==> src/rtl/trng_pkg.sv <==
// Shared types and helpers for the TRNG collector: FSM states, von Neumann pair codes, counter sizing.
package trng_pkg;

  typedef enum logic [2:0] {
    IDLE,
    WARMUP,
    COLLECT,
    FULL,
    FAIL
  } state_t;

  // Pair codes as {first, second}; only the unequal pairs produce a bit.
  localparam logic [1:0] VN_PAIR_01 = 2'b01;
  localparam logic [1:0] VN_PAIR_10 = 2'b10;

  // Width needed to hold values 0..n inclusive for power-of-two n.
  function automatic int cnt_width(input int n);
    return $clog2(n) + 1;
  endfunction

endpackage

==> src/rtl/trng_collector_if.sv <==
// Word output stream of the TRNG collector: valid/ready, data held while valid && !ready.
interface trng_collector_if #(
  parameter int WORD_WIDTH = 32
);
  logic [WORD_WIDTH-1:0] data;
  logic                  valid;
  logic                  ready;

  modport master (output data, output valid, input ready);
  modport slave  (input data, input valid, output ready);
endinterface

==> src/rtl/trng_vn_corrector.sv <==
// Von Neumann debiaser: pairs raw samples, emits a bit on the second sample of an unequal pair.
// Emit is combinational from the held first sample and the live raw bit; clr forces pair phase 0.
module trng_vn_corrector import trng_pkg::*; (
  input  logic clk,
  input  logic rst,
  input  logic clr,
  input  logic en,
  input  logic raw,
  output logic emit,
  output logic bit_out
);

  logic       phase;
  logic       b0;
  logic [1:0] pair;

  assign pair    = {b0, raw};
  assign emit    = en && phase && ((pair == VN_PAIR_01) || (pair == VN_PAIR_10));
  assign bit_out = (pair == VN_PAIR_10);

  always_ff @(posedge clk) begin
    if (rst || clr) begin
      phase <= 1'b0;
      b0    <= 1'b0;
    end else if (en) begin
      if (!phase) begin
        b0 <= raw;
      end
      phase <= ~phase;
    end
  end

endmodule

==> src/rtl/trng_collector.sv <==
// TRNG collector: warmup, von Neumann correction, word packing; word valid 1 cycle after its bit count fills.
// Stalls sampling in FULL while the output word is unread. Macro TRNG_HEALTH_EN adds the repetition-count test.
module trng_collector import trng_pkg::*; #(
  parameter int WORD_WIDTH    = 32,
  parameter int WARMUP_CYCLES = 16,
  parameter int RCT_CUTOFF    = 32
) (
  input  logic                    clk,
  input  logic                    rst,
  input  logic                    enable,
  output logic                    trng_en,
  input  logic                    trng_bit,
  trng_collector_if.master        rng,
  output logic                    health_fail,
  input  logic                    clear_fail
);

  localparam int CNT_W = cnt_width(WORD_WIDTH);
  localparam int WU_W  = cnt_width(WARMUP_CYCLES);
  localparam logic [CNT_W-1:0] CNT_FULL = CNT_W'(WORD_WIDTH);
  localparam logic [WU_W-1:0]  WU_LAST  = WU_W'(WARMUP_CYCLES - 1);

  state_t                state;
  logic [WU_W-1:0]       warm_cnt;
  logic [CNT_W-1:0]      bit_cnt;
  logic [WORD_WIDTH-1:0] shift;
  logic [WORD_WIDTH-1:0] data_q;
  logic                  valid_q;

  logic vn_clr, vn_en, vn_emit, vn_bit;
  logic word_done, can_load, accept, fail_trip;

  assign rng.data  = data_q;
  assign rng.valid = valid_q;

  assign accept    = valid_q && rng.ready;
  assign can_load  = !valid_q || rng.ready;
  assign word_done = (bit_cnt == CNT_FULL);

  // Pair phase restarts at 0 whenever collection (re)starts; no sample is consumed on a stalled completion.
  assign vn_clr = (state != COLLECT);
  assign vn_en  = enable && (state == COLLECT) && (!word_done || can_load);

  trng_vn_corrector u_vn (
    .clk     (clk),
    .rst     (rst),
    .clr     (vn_clr),
    .en      (vn_en),
    .raw     (trng_bit),
    .emit    (vn_emit),
    .bit_out (vn_bit)
  );

`ifdef TRNG_HEALTH_EN
  localparam int REP_W = cnt_width(RCT_CUTOFF);
  localparam logic [REP_W-1:0] REP_CUT = REP_W'(RCT_CUTOFF);

  logic [REP_W-1:0] rep_cnt;
  logic [REP_W-1:0] rep_next;
  logic             prev_bit;

  // rep_cnt == 0 marks the first sample after COLLECT entry.
  always_comb begin
    rep_next = REP_W'(1);
    if ((rep_cnt != '0) && (trng_bit == prev_bit)) begin
      rep_next = rep_cnt + REP_W'(1);
    end
  end

  assign fail_trip = enable && (state == COLLECT) && (rep_next == REP_CUT) && !clear_fail;

  always_ff @(posedge clk) begin
    if (rst) begin
      rep_cnt     <= '0;
      prev_bit    <= 1'b0;
      health_fail <= 1'b0;
    end else begin
      if (state == COLLECT) begin
        rep_cnt  <= rep_next;
        prev_bit <= trng_bit;
      end else begin
        rep_cnt <= '0;
      end
      if (clear_fail) begin
        health_fail <= 1'b0;
      end else if (fail_trip) begin
        health_fail <= 1'b1;
      end
    end
  end
`else
  localparam int unused_rct_cutoff = RCT_CUTOFF;
  logic unused_clear_fail;

  assign unused_clear_fail = clear_fail;
  assign fail_trip         = 1'b0;
  assign health_fail       = 1'b0;
`endif

  always_ff @(posedge clk) begin
    if (rst) begin
      state    <= IDLE;
      trng_en  <= 1'b0;
      warm_cnt <= '0;
      bit_cnt  <= '0;
      shift    <= '0;
      data_q   <= '0;
      valid_q  <= 1'b0;
    end else begin
      if (accept) begin
        valid_q <= 1'b0;
      end

      case (state)
        IDLE: begin
          if (enable) begin
            state    <= WARMUP;
            trng_en  <= 1'b1;
            warm_cnt <= '0;
          end
        end

        WARMUP: begin
          if (!enable) begin
            state   <= IDLE;
            trng_en <= 1'b0;
          end else if (warm_cnt == WU_LAST) begin
            state <= COLLECT;
          end else begin
            warm_cnt <= warm_cnt + WU_W'(1);
          end
        end

        COLLECT: begin
          if (!enable || fail_trip) begin
            state   <= enable ? FAIL : IDLE;
            trng_en <= 1'b0;
            bit_cnt <= '0;
            shift   <= '0;
          end else if (word_done) begin
            if (can_load) begin
              data_q  <= shift;
              valid_q <= 1'b1;
              if (vn_emit) begin
                shift   <= {shift[WORD_WIDTH-2:0], vn_bit};
                bit_cnt <= CNT_W'(1);
              end else begin
                bit_cnt <= '0;
              end
            end else begin
              state <= FULL;
            end
          end else if (vn_emit) begin
            shift   <= {shift[WORD_WIDTH-2:0], vn_bit};
            bit_cnt <= bit_cnt + CNT_W'(1);
          end
        end

        FULL: begin
          if (!enable) begin
            state   <= IDLE;
            trng_en <= 1'b0;
            bit_cnt <= '0;
            shift   <= '0;
          end else if (accept) begin
            data_q  <= shift;
            valid_q <= 1'b1;
            bit_cnt <= '0;
            state   <= COLLECT;
          end
        end

`ifdef TRNG_HEALTH_EN
        FAIL: begin
          if (clear_fail) begin
            state <= IDLE;
          end
        end
`endif

        default: begin
          state   <= IDLE;
          trng_en <= 1'b0;
        end
      endcase
    end
  end

endmodule

==> src/flat_wrapper.sv <==
// flat-port wrapper written by rule: the top's interface ports become plain ports
module trng_collector_flat import trng_pkg::*;
#(
  parameter int WORD_WIDTH    = 32,
  parameter int WARMUP_CYCLES = 16,
  parameter int RCT_CUTOFF    = 32
)
  (clk, rst, enable, trng_en, trng_bit, health_fail, clear_fail, rng_data, rng_valid, rng_ready);
  trng_collector_if #(.WORD_WIDTH(WORD_WIDTH)) rng_i ();
  input  logic clk;
  input  logic rst;
  input  logic enable;
  output logic trng_en;
  input  logic trng_bit;
  output logic health_fail;
  input  logic clear_fail;
  output wire logic [$bits(rng_i.data)-1:0] rng_data;
  output wire logic [$bits(rng_i.valid)-1:0] rng_valid;
  input wire logic [$bits(rng_i.ready)-1:0] rng_ready;
  assign rng_data = rng_i.data;
  assign rng_valid = rng_i.valid;
  assign rng_i.ready = rng_ready;
  trng_collector #(.WORD_WIDTH(WORD_WIDTH), .WARMUP_CYCLES(WARMUP_CYCLES), .RCT_CUTOFF(RCT_CUTOFF)) u_core (.clk(clk), .rst(rst), .enable(enable), .trng_en(trng_en), .trng_bit(trng_bit), .rng(rng_i), .health_fail(health_fail), .clear_fail(clear_fail));
endmodule
==> config.mk <==
export PLATFORM = sky130hd
export DESIGN_NAME = trng_collector_flat
export DESIGN_NICKNAME = d
export VERILOG_FILES = /design/src/rtl/trng_pkg.sv /design/src/rtl/trng_collector_if.sv /design/src/rtl/trng_vn_corrector.sv /design/src/rtl/trng_collector.sv /design/src/flat_wrapper.sv
export SDC_FILE = /design/constraint.sdc
export NUM_CORES = 1
export LEC_CHECK = 0
export ABC_CLOCK_PERIOD_IN_PS = 7890
export CAP_MARGIN = 5
export CORE_UTILIZATION = 62
export CTS_BUF_LIST = sky130_fd_sc_hd__clkbuf_4 sky130_fd_sc_hd__clkbuf_8
export CTS_CLUSTER_DIAMETER = 30
export DETAILED_ROUTE_END_ITERATION = 8
export PLACE_DENSITY = 0.87
export SLEW_MARGIN = 20
export SYNTH_ARGS = -nofsm -noshare
export SYNTH_HDL_FRONTEND = slang
export SYNTH_HIERARCHICAL = 1
export SYNTH_SLANG_ARGS = --single-unit
export TNS_END_PERCENT = 20
==> constraint.sdc <==
create_clock -name clk -period 7.89 [get_ports clk]
set_input_delay 1.578 -clock clk [delete_from_list [all_inputs] [get_ports clk]]
set_output_delay 1.578 -clock clk [all_outputs]
set_load 0.02 [all_outputs]
# ---- Word level (Yosys, flattened, before mapping)
# Index checks and enable logic that the tools add are counted.
dict set report totals {
  reg_bits 82
  in_bits 6
  output_inout_bits 35
  elab_cells 101
}
dict set report op_classes {
  addsub 2
  eq_ne 24
  muxes 43
  bitwise 1
  n_reduce_logical 22
}
# op n
set ops {}
lappend ops {{two-way mux 32 bit} 10}
lappend ops {{case mux 32 bit (2 select lines)} 2}
lappend ops {{two-way mux 6 bit} 6}
lappend ops {{two-way mux 3 bit} 8}
lappend ops {{two-way mux 5 bit} 3}
lappend ops {{inequality test 2 bit (second input constant)} 7}
lappend ops {{inequality test 3 x 2 -> 1 bit (second input constant)} 4}
lappend ops {{case mux 3 bit (4 select lines)} 1}
lappend ops {{case mux 6 bit (2 select lines)} 1}
lappend ops {{case mux 5 bit (2 select lines)} 1}
lappend ops {{two-way mux 1 bit} 9}
lappend ops {{AND reduction 4 bit} 2}
lappend ops {{adder 6 x 1 -> 6 bit (second input constant)} 1}
lappend ops {{== test 3 x 2 -> 1 bit (second input constant)} 2}
lappend ops {{== test 6 bit (second input constant)} 1}
lappend ops {{inequality test 2 x 1 -> 1 bit (second input constant)} 3}
lappend ops {{AND reduction 6 bit} 1}
lappend ops {{adder 5 x 1 -> 5 bit (second input constant)} 1}
lappend ops {{== test 5 x 4 -> 1 bit (second input constant)} 1}
lappend ops {{logical AND 1 bit} 5}
lappend ops {{AND reduction 5 bit} 1}
lappend ops {{logical OR 1 bit} 4}
lappend ops {{inequality test 4 x 3 -> 1 bit (second input constant)} 1}
lappend ops {{inequality test 4 bit (second input constant)} 1}
lappend ops {{other kinds (12)} 16}

# ---- Logic depth before layout (Yosys ltp)
dict set report depth {
  depth_word 11
  ltp_mapped 12
  mapped_depth_nobuf 10
}

# ---- Cells and area by module
# Netlist, hierarchy kept.
# module instances cells_per_inst area_per_inst_um2 seq_area_each_um2
set modules_own_cells {}
lappend modules_own_cells {trng_collector 1 359 3385.7 1581.5}
lappend modules_own_cells {trng_vn_corrector 1 11 111.4 40.0}

# ---- Worst setup path after synthesis
# Ideal clock, no wire load.
dict set report synth_path {
  kind {input port to flip-flop}
  startpoint {input rng_ready}
  endpoint {register u_core.shift[15]}
  setup_ns 0.069
  arrival_ns 3.237
  slack_ns 4.584
  cell_stages 9
  path_cell_list {and3b_1 > a21oi_1 > nand2_1 > nor2_1 > nand2b_1 > a2111oi_2 > clkbuf_1 > nand2_1 > o21ai_1}
}
dict set report synth_between {
  elab_chain_cells 10
  word_cells_on_any_way 12
  classes_between {eq/ne (1); mux (5); reduce/logical (6)}
}
# item line
set synth_lines {}
lappend synth_lines {{start: declaration} flat_wrapper.sv:19} ;# input wire logic [$bits(rng_i.ready)-1:0] rng_ready;
lappend synth_lines {{logical OR 1 bit (*)} trng_collector.sv:37} ;# assign can_load = !valid_q || rng.ready;
lappend synth_lines {{logical OR 1 bit (*)} trng_collector.sv:42} ;# assign vn_en = enable && (state == COLLECT) && (!word_done || can_load);
lappend synth_lines {{logical AND 1 bit (*)} trng_collector.sv:42}
lappend synth_lines {{named net u_core.vn_en} trng_collector.sv:30} ;# logic vn_clr, vn_en, vn_emit, vn_bit;
lappend synth_lines {{logical AND 1 bit (*) (2 in series)} trng_vn_corrector.sv:18} ;# assign emit = en && phase && ((pair == VN_PAIR_01) || (pair == VN_PAIR_10));
lappend synth_lines {{named net u_core.vn_emit} trng_collector.sv:30}
lappend synth_lines {{two-way mux 32 bit (*)} n/a}
lappend synth_lines {{two-way mux 32 bit} n/a}
lappend synth_lines {{two-way mux 32 bit (*) (2 in series)} n/a}
lappend synth_lines {{case mux 32 bit (2 select lines) (*)} n/a}
lappend synth_lines {{end signal: assignment} trng_collector.sv:145} ;# shift <= {shift[WORD_WIDTH-2:0], vn_bit};
lappend synth_lines {{end signal: assignment} trng_collector.sv:154} ;# shift <= {shift[WORD_WIDTH-2:0], vn_bit};
lappend synth_lines {{end: declaration} trng_collector.sv:26} ;# logic [WORD_WIDTH-1:0] shift;
# The timed path passes the listed nets; every way through them passes the cells marked *. The select of a mux whose other input is x is not followed.
# A chain may end at the register's enable or synchronous reset.

# ---- Worst setup path in the final report
dict set report layout_path {
  startpoint {input enable}
  endpoint {register u_core.shift[7]}
}
dict set report layout_between {
  elab_chain_cells 9
  word_cells_on_any_way 12
  classes_between {eq/ne (2); mux (5); reduce/logical (5)}
}
# item line
set layout_lines {}
lappend layout_lines {{start: declaration} flat_wrapper.sv:12} ;# input logic enable;
lappend layout_lines {{logical AND 1 bit (*) (2 in series)} trng_collector.sv:42}
lappend layout_lines {{named net u_core.vn_en} trng_collector.sv:30}
lappend layout_lines {{logical AND 1 bit (*) (2 in series)} trng_vn_corrector.sv:18}
lappend layout_lines {{named net u_core.vn_emit} trng_collector.sv:30}
lappend layout_lines {{two-way mux 32 bit (*)} n/a}
lappend layout_lines {{two-way mux 32 bit} n/a}
lappend layout_lines {{two-way mux 32 bit (*)} n/a}
lappend layout_lines {{two-way mux 32 bit (*)} trng_collector.sv:135} ;# if (!enable || fail_trip) begin
lappend layout_lines {{case mux 32 bit (2 select lines) (*)} trng_collector.sv:114} ;# case (state)
# Marked as above.

==> flow_metrics.py <==
metrics = {
    "route": {
        "drt_iter0_markers": 181,
        "final_antenna_net_count": 0,
        "routedWlPerCell_um": 13.8,
        "totalWireLength_mm": 6.54,
        "dr_total_vias": 2603,
        "route.detailed.drc": 0,
        "vias_per_cell": 5.51,
        "drt-pass1-iter-count": 4,
    },
    "clocking": {
        "cts_tree": "done",
        "clk_path_buf_depth": 2,
        "root_buffer": "clkbuf_8",
        "cts_resized": 0,
        "htree_levels": 3,
        "cts_setup_buffers": 0,
        "cts.sinks": 81,
        "cts.clk_slew.worst_paths_ps": 70,
        "cts_hold_buf": 0,
        "cts_buffers": 9,
        "worstSkewPairLatency_ps": 350,
    },
    "placed_design": {
        "hpwl_mm": 4.03,
        "gp_congestion": 0.790,
        "portBuffers": 38,
    },
    "finish": {
        "finish.utilization_pct": 77.1,
        "synthToLayoutAreaGrowth_pct": 16.2,
        "antenna_cells": 0,
        "nFillCells": 384,
        "drive_above_1_share_pct": 7.96,
        "nNetsFinal": 408,
    },
    "flow_run": {
        "cap_violations": 0,
    },
    "sta": {
        "setup_viol": 0,
        "fin_crit_ps": 4280,
        "min_period_over_period_pct": 54.3,
        "whs_ps": 456,
        "finalSetupTns_ps": 0,
        "slew_violations": 0,
        "fin_skew_ps": 12.7,
        "grt_setup_unrepaired": "no",
        "max_slew_margin_pct": 53.0,
        "tightest_slew_ps": 703,
        "hold_viol": 0,
        "fmax_mhz": 234,
    },
    "global_routing": {
        "grt_pass1_wl_mm": 11.1,
        "grt-ovfl-total": 0,
        "grtUsageMet2_pct": 38.1,
        "grt_max_degree": 83,
        "antenna_found_initial": 0,
        "first_global_vias": 2436,
        "busiest_layer": "met2",
        "grt_util_met3_pct": 5.71,
        "grt_util_met1_pct": 29.8,
        "grt_use_total_pct": 23.6,
    },
    "worst_setup_path": {
        "worst_r2r_endpoint": "u_core/shift[7]",
        "crit_path_end_kind": "flop",
        "crit_type": "in2reg",
        "cp_cell_sequence": "clkdlybuf4s50_1, nand3b_1, a21oi_1, nand2_1, nor2_1, nand2b_1, a21o_1, a21oi_4, o21ai_0",
        "critPathSlowestCell": "clkdlybuf4s50_1",
        "crit_path_max_incr_delay_ps": 720,
        "rr_worst_depth": 10,
        "r2r-start": "u_core/bit_cnt[0]",
        "r2r_slack_ps": 4910,
        "worst_setup_path_start_kind": "input port",
        "cp.arrival_ps": 4470,
        "cp.required_ps": 8070,
        "cp_max_fo": 32,
    },
    "pwr": {
        "comb_power_share_pct": 2.7,
        "power_leakage_nw": 1.41,
        "intPower_mw": 0.582,
        "p_per_area_nw_per_um2": 182,
        "pwr-share-clk_pct": 41.6,
        "irDropWorstVdd_uv": 131,
        "switching_share_pct": 21.2,
        "pwr-share-seq_pct": 55.6,
        "p_sw_mw": 0.156,
    },
    "worst_hold_path": {
        "hold_depth": 2,
        "holdPathEnd": "u_core/warm_cnt[4]",
        "hp-class": "reg2reg",
        "worstHoldStart": "u_core/warm_cnt[4]",
    },
    "synthesis": {
        "synth_ff_type": "dfxtp_1",
        "synth_top_area_share_pct": 46.4,
        "synth_area_sq_um": 3500,
        "syn-num-nets": 381,
        "netlist_instances": 370,
        "synth-async-reset-ratio_pct": 0,
        "synth_cell_types": 46,
        "yosys-top-cells-area": "dfxtp_1 (46%), nand2b_1 (13%), mux2i_1 (10%)",
        "yosys_warnings": 6,
        "synth_edf_count": 0,
        "yosysSeqAreaShare_pct": 46.4,
        "ys_ff_latch": 81,
        "yosysTopAreaCell": "dfxtp_1",
        "syn_avg_cell_area_sq_um": 9.45,
    },
    "run_status": {
        "status": "finished, final reports clean",
    },
    "floorplan": {
        "die-height_um": 77.1,
        "rows": 26,
        "dieArea_sq_um": 5950,
        "die_w_um": 77.1,
        "core_sq_um": 5270,
        "pin_count": 41,
        "start_util_pct": 66.4,
    },
}
registers in the layout, summed over array words and instances (netlist names):
signal / count
u_core/u_vn/phase: 1
u_core/warm_cnt: 5
u_core/u_vn/b0: 1
u_core/state: 2
u_core/rng.data: 32
u_core/trng_en: 1
u_core/shift: 32
u_core/rng.valid: 1
u_core/bit_cnt: 6
worst max path at each step:
| stage | start | slack [ps] | depth (start not counted) | end |
|---|---|---|---|---|
| final | enable | 3610 | 9 | u_core/shift[7] |
| after global routing | enable | 3370 | 9 | u_core/shift[7] |
| after CTS | enable | 3630 | 9 | u_core/shift[7] |
| after detailed placement | enable | 3280 | 9 | u_core/shift[6] |
| after global placement | enable | 3100 | 9 | u_core/shift[8] |
| after floorplan | rng_ready | 4580 | 9 | u_core/shift[15] |
worst max-delay path: cells and delay by family:
kind	cells	cell delay, ps
AO/OA/AOI/OAI	4	1380
buffers and inverters	1	720
AND/OR/NAND/NOR	4	770
power by group through the flow:
stage                     logic [mW]  registers [mW]  clock network (mW)
after detailed placement      0.0199           0.420                   0
after global routing          0.0217           0.411               0.332
after floorplan               0.0151           0.420                   0
after CTS                     0.0200           0.411               0.312
after global placement        0.0197           0.420                   0
final                         0.0200           0.411               0.307
stage by stage:
stage          std cells  setup WS [ps]  instance area (sq um)  total power, mW
2_1_floorplan        370           4580                   3500            0.435
5_1_grt              472           3370                   4060            0.765
6_report             472           3610                   4060            0.738
4_1_cts              472           3630                   4060            0.743
3_3_place_gp         456           3100                   3850            0.440
3_5_place_dp         456           3280                   3860            0.440
per-layer routing:
| layer | vias up | wire length (um) |
|---|---|---|
| met1 | 1221 | 3030 |
| met3 | 8 | 225 |
| li1 | 1319 | - |
| met5 | - | 0 |
| met4 | 0 | 87 |
| met2 | 55 | 3190 |
cell type report:
cell class / instances / area [sq um] / area share (%)
multi-input cells: 254 / 1710 / 42.2
inverters: 10 / 37.5 / 0.924
repair buffers: 41 / 398 / 9.79
clock inverters: 4 / 52.6 / 1.29
flip-flops and latches: 81 / 1620 / 39.9
clock buffers: 12 / 153 / 3.76
well taps: 70 / 87.6 / 2.16
logic make-up (layout without fill, tap and decap cells):
logic type	Yosys count	count (layout)	share of synthesized area [%]
AO/OA/AOI/OAI	68	68	12.2
adder cells (fa/ha/maj)	5	5	1.79
XOR/XNOR	1	1	0.250
buffers and inverters	35	67	5.30
AND/OR/NAND/NOR	144	144	24.0
other	1	1	0.107
multiplexers	35	35	10.0
flip-flops	81	81	46.4
cell usage after synthesis (2+ instances only):
cell       n
dfxtp_1   81
nand2b_1  70
nand2_1   42
mux2i_1   35
o21ai_0   30
clkbuf_1  18
a21oi_1   14
inv_1     10
ha_1       5
nand3_1    5
nand4_1    4
nor2_1     4
o21ai_1    4
a211oi_1   3
a311oi_1   3
nor3b_1    3
a21o_1     2
a221oi_1   2
a31o_2     2
and3_1     2
buf_12     2
buf_2      2
buf_6      2
nand3b_1   2
nor3_2     2
cells in the final DEF (no fill, tap or decap), drive strengths merged, types with 4 or more instances in the layout:
cell type | netlist | final
nand3 | 5 | 5
nand4 | 4 | 4
a21oi | 14 | 14
nand2b | 70 | 70
inv | 10 | 10
buf | 7 | 4
mux2i | 35 | 35
dfxtp | 81 | 81
ha | 5 | 5
clkbuf | 18 | 12
nor2 | 4 | 4
nand2 | 42 | 42
clkdlybuf4s50 | 0 | 37
o21ai | 34 | 34
No activity file was read; power rests on OpenSTA's default activity.
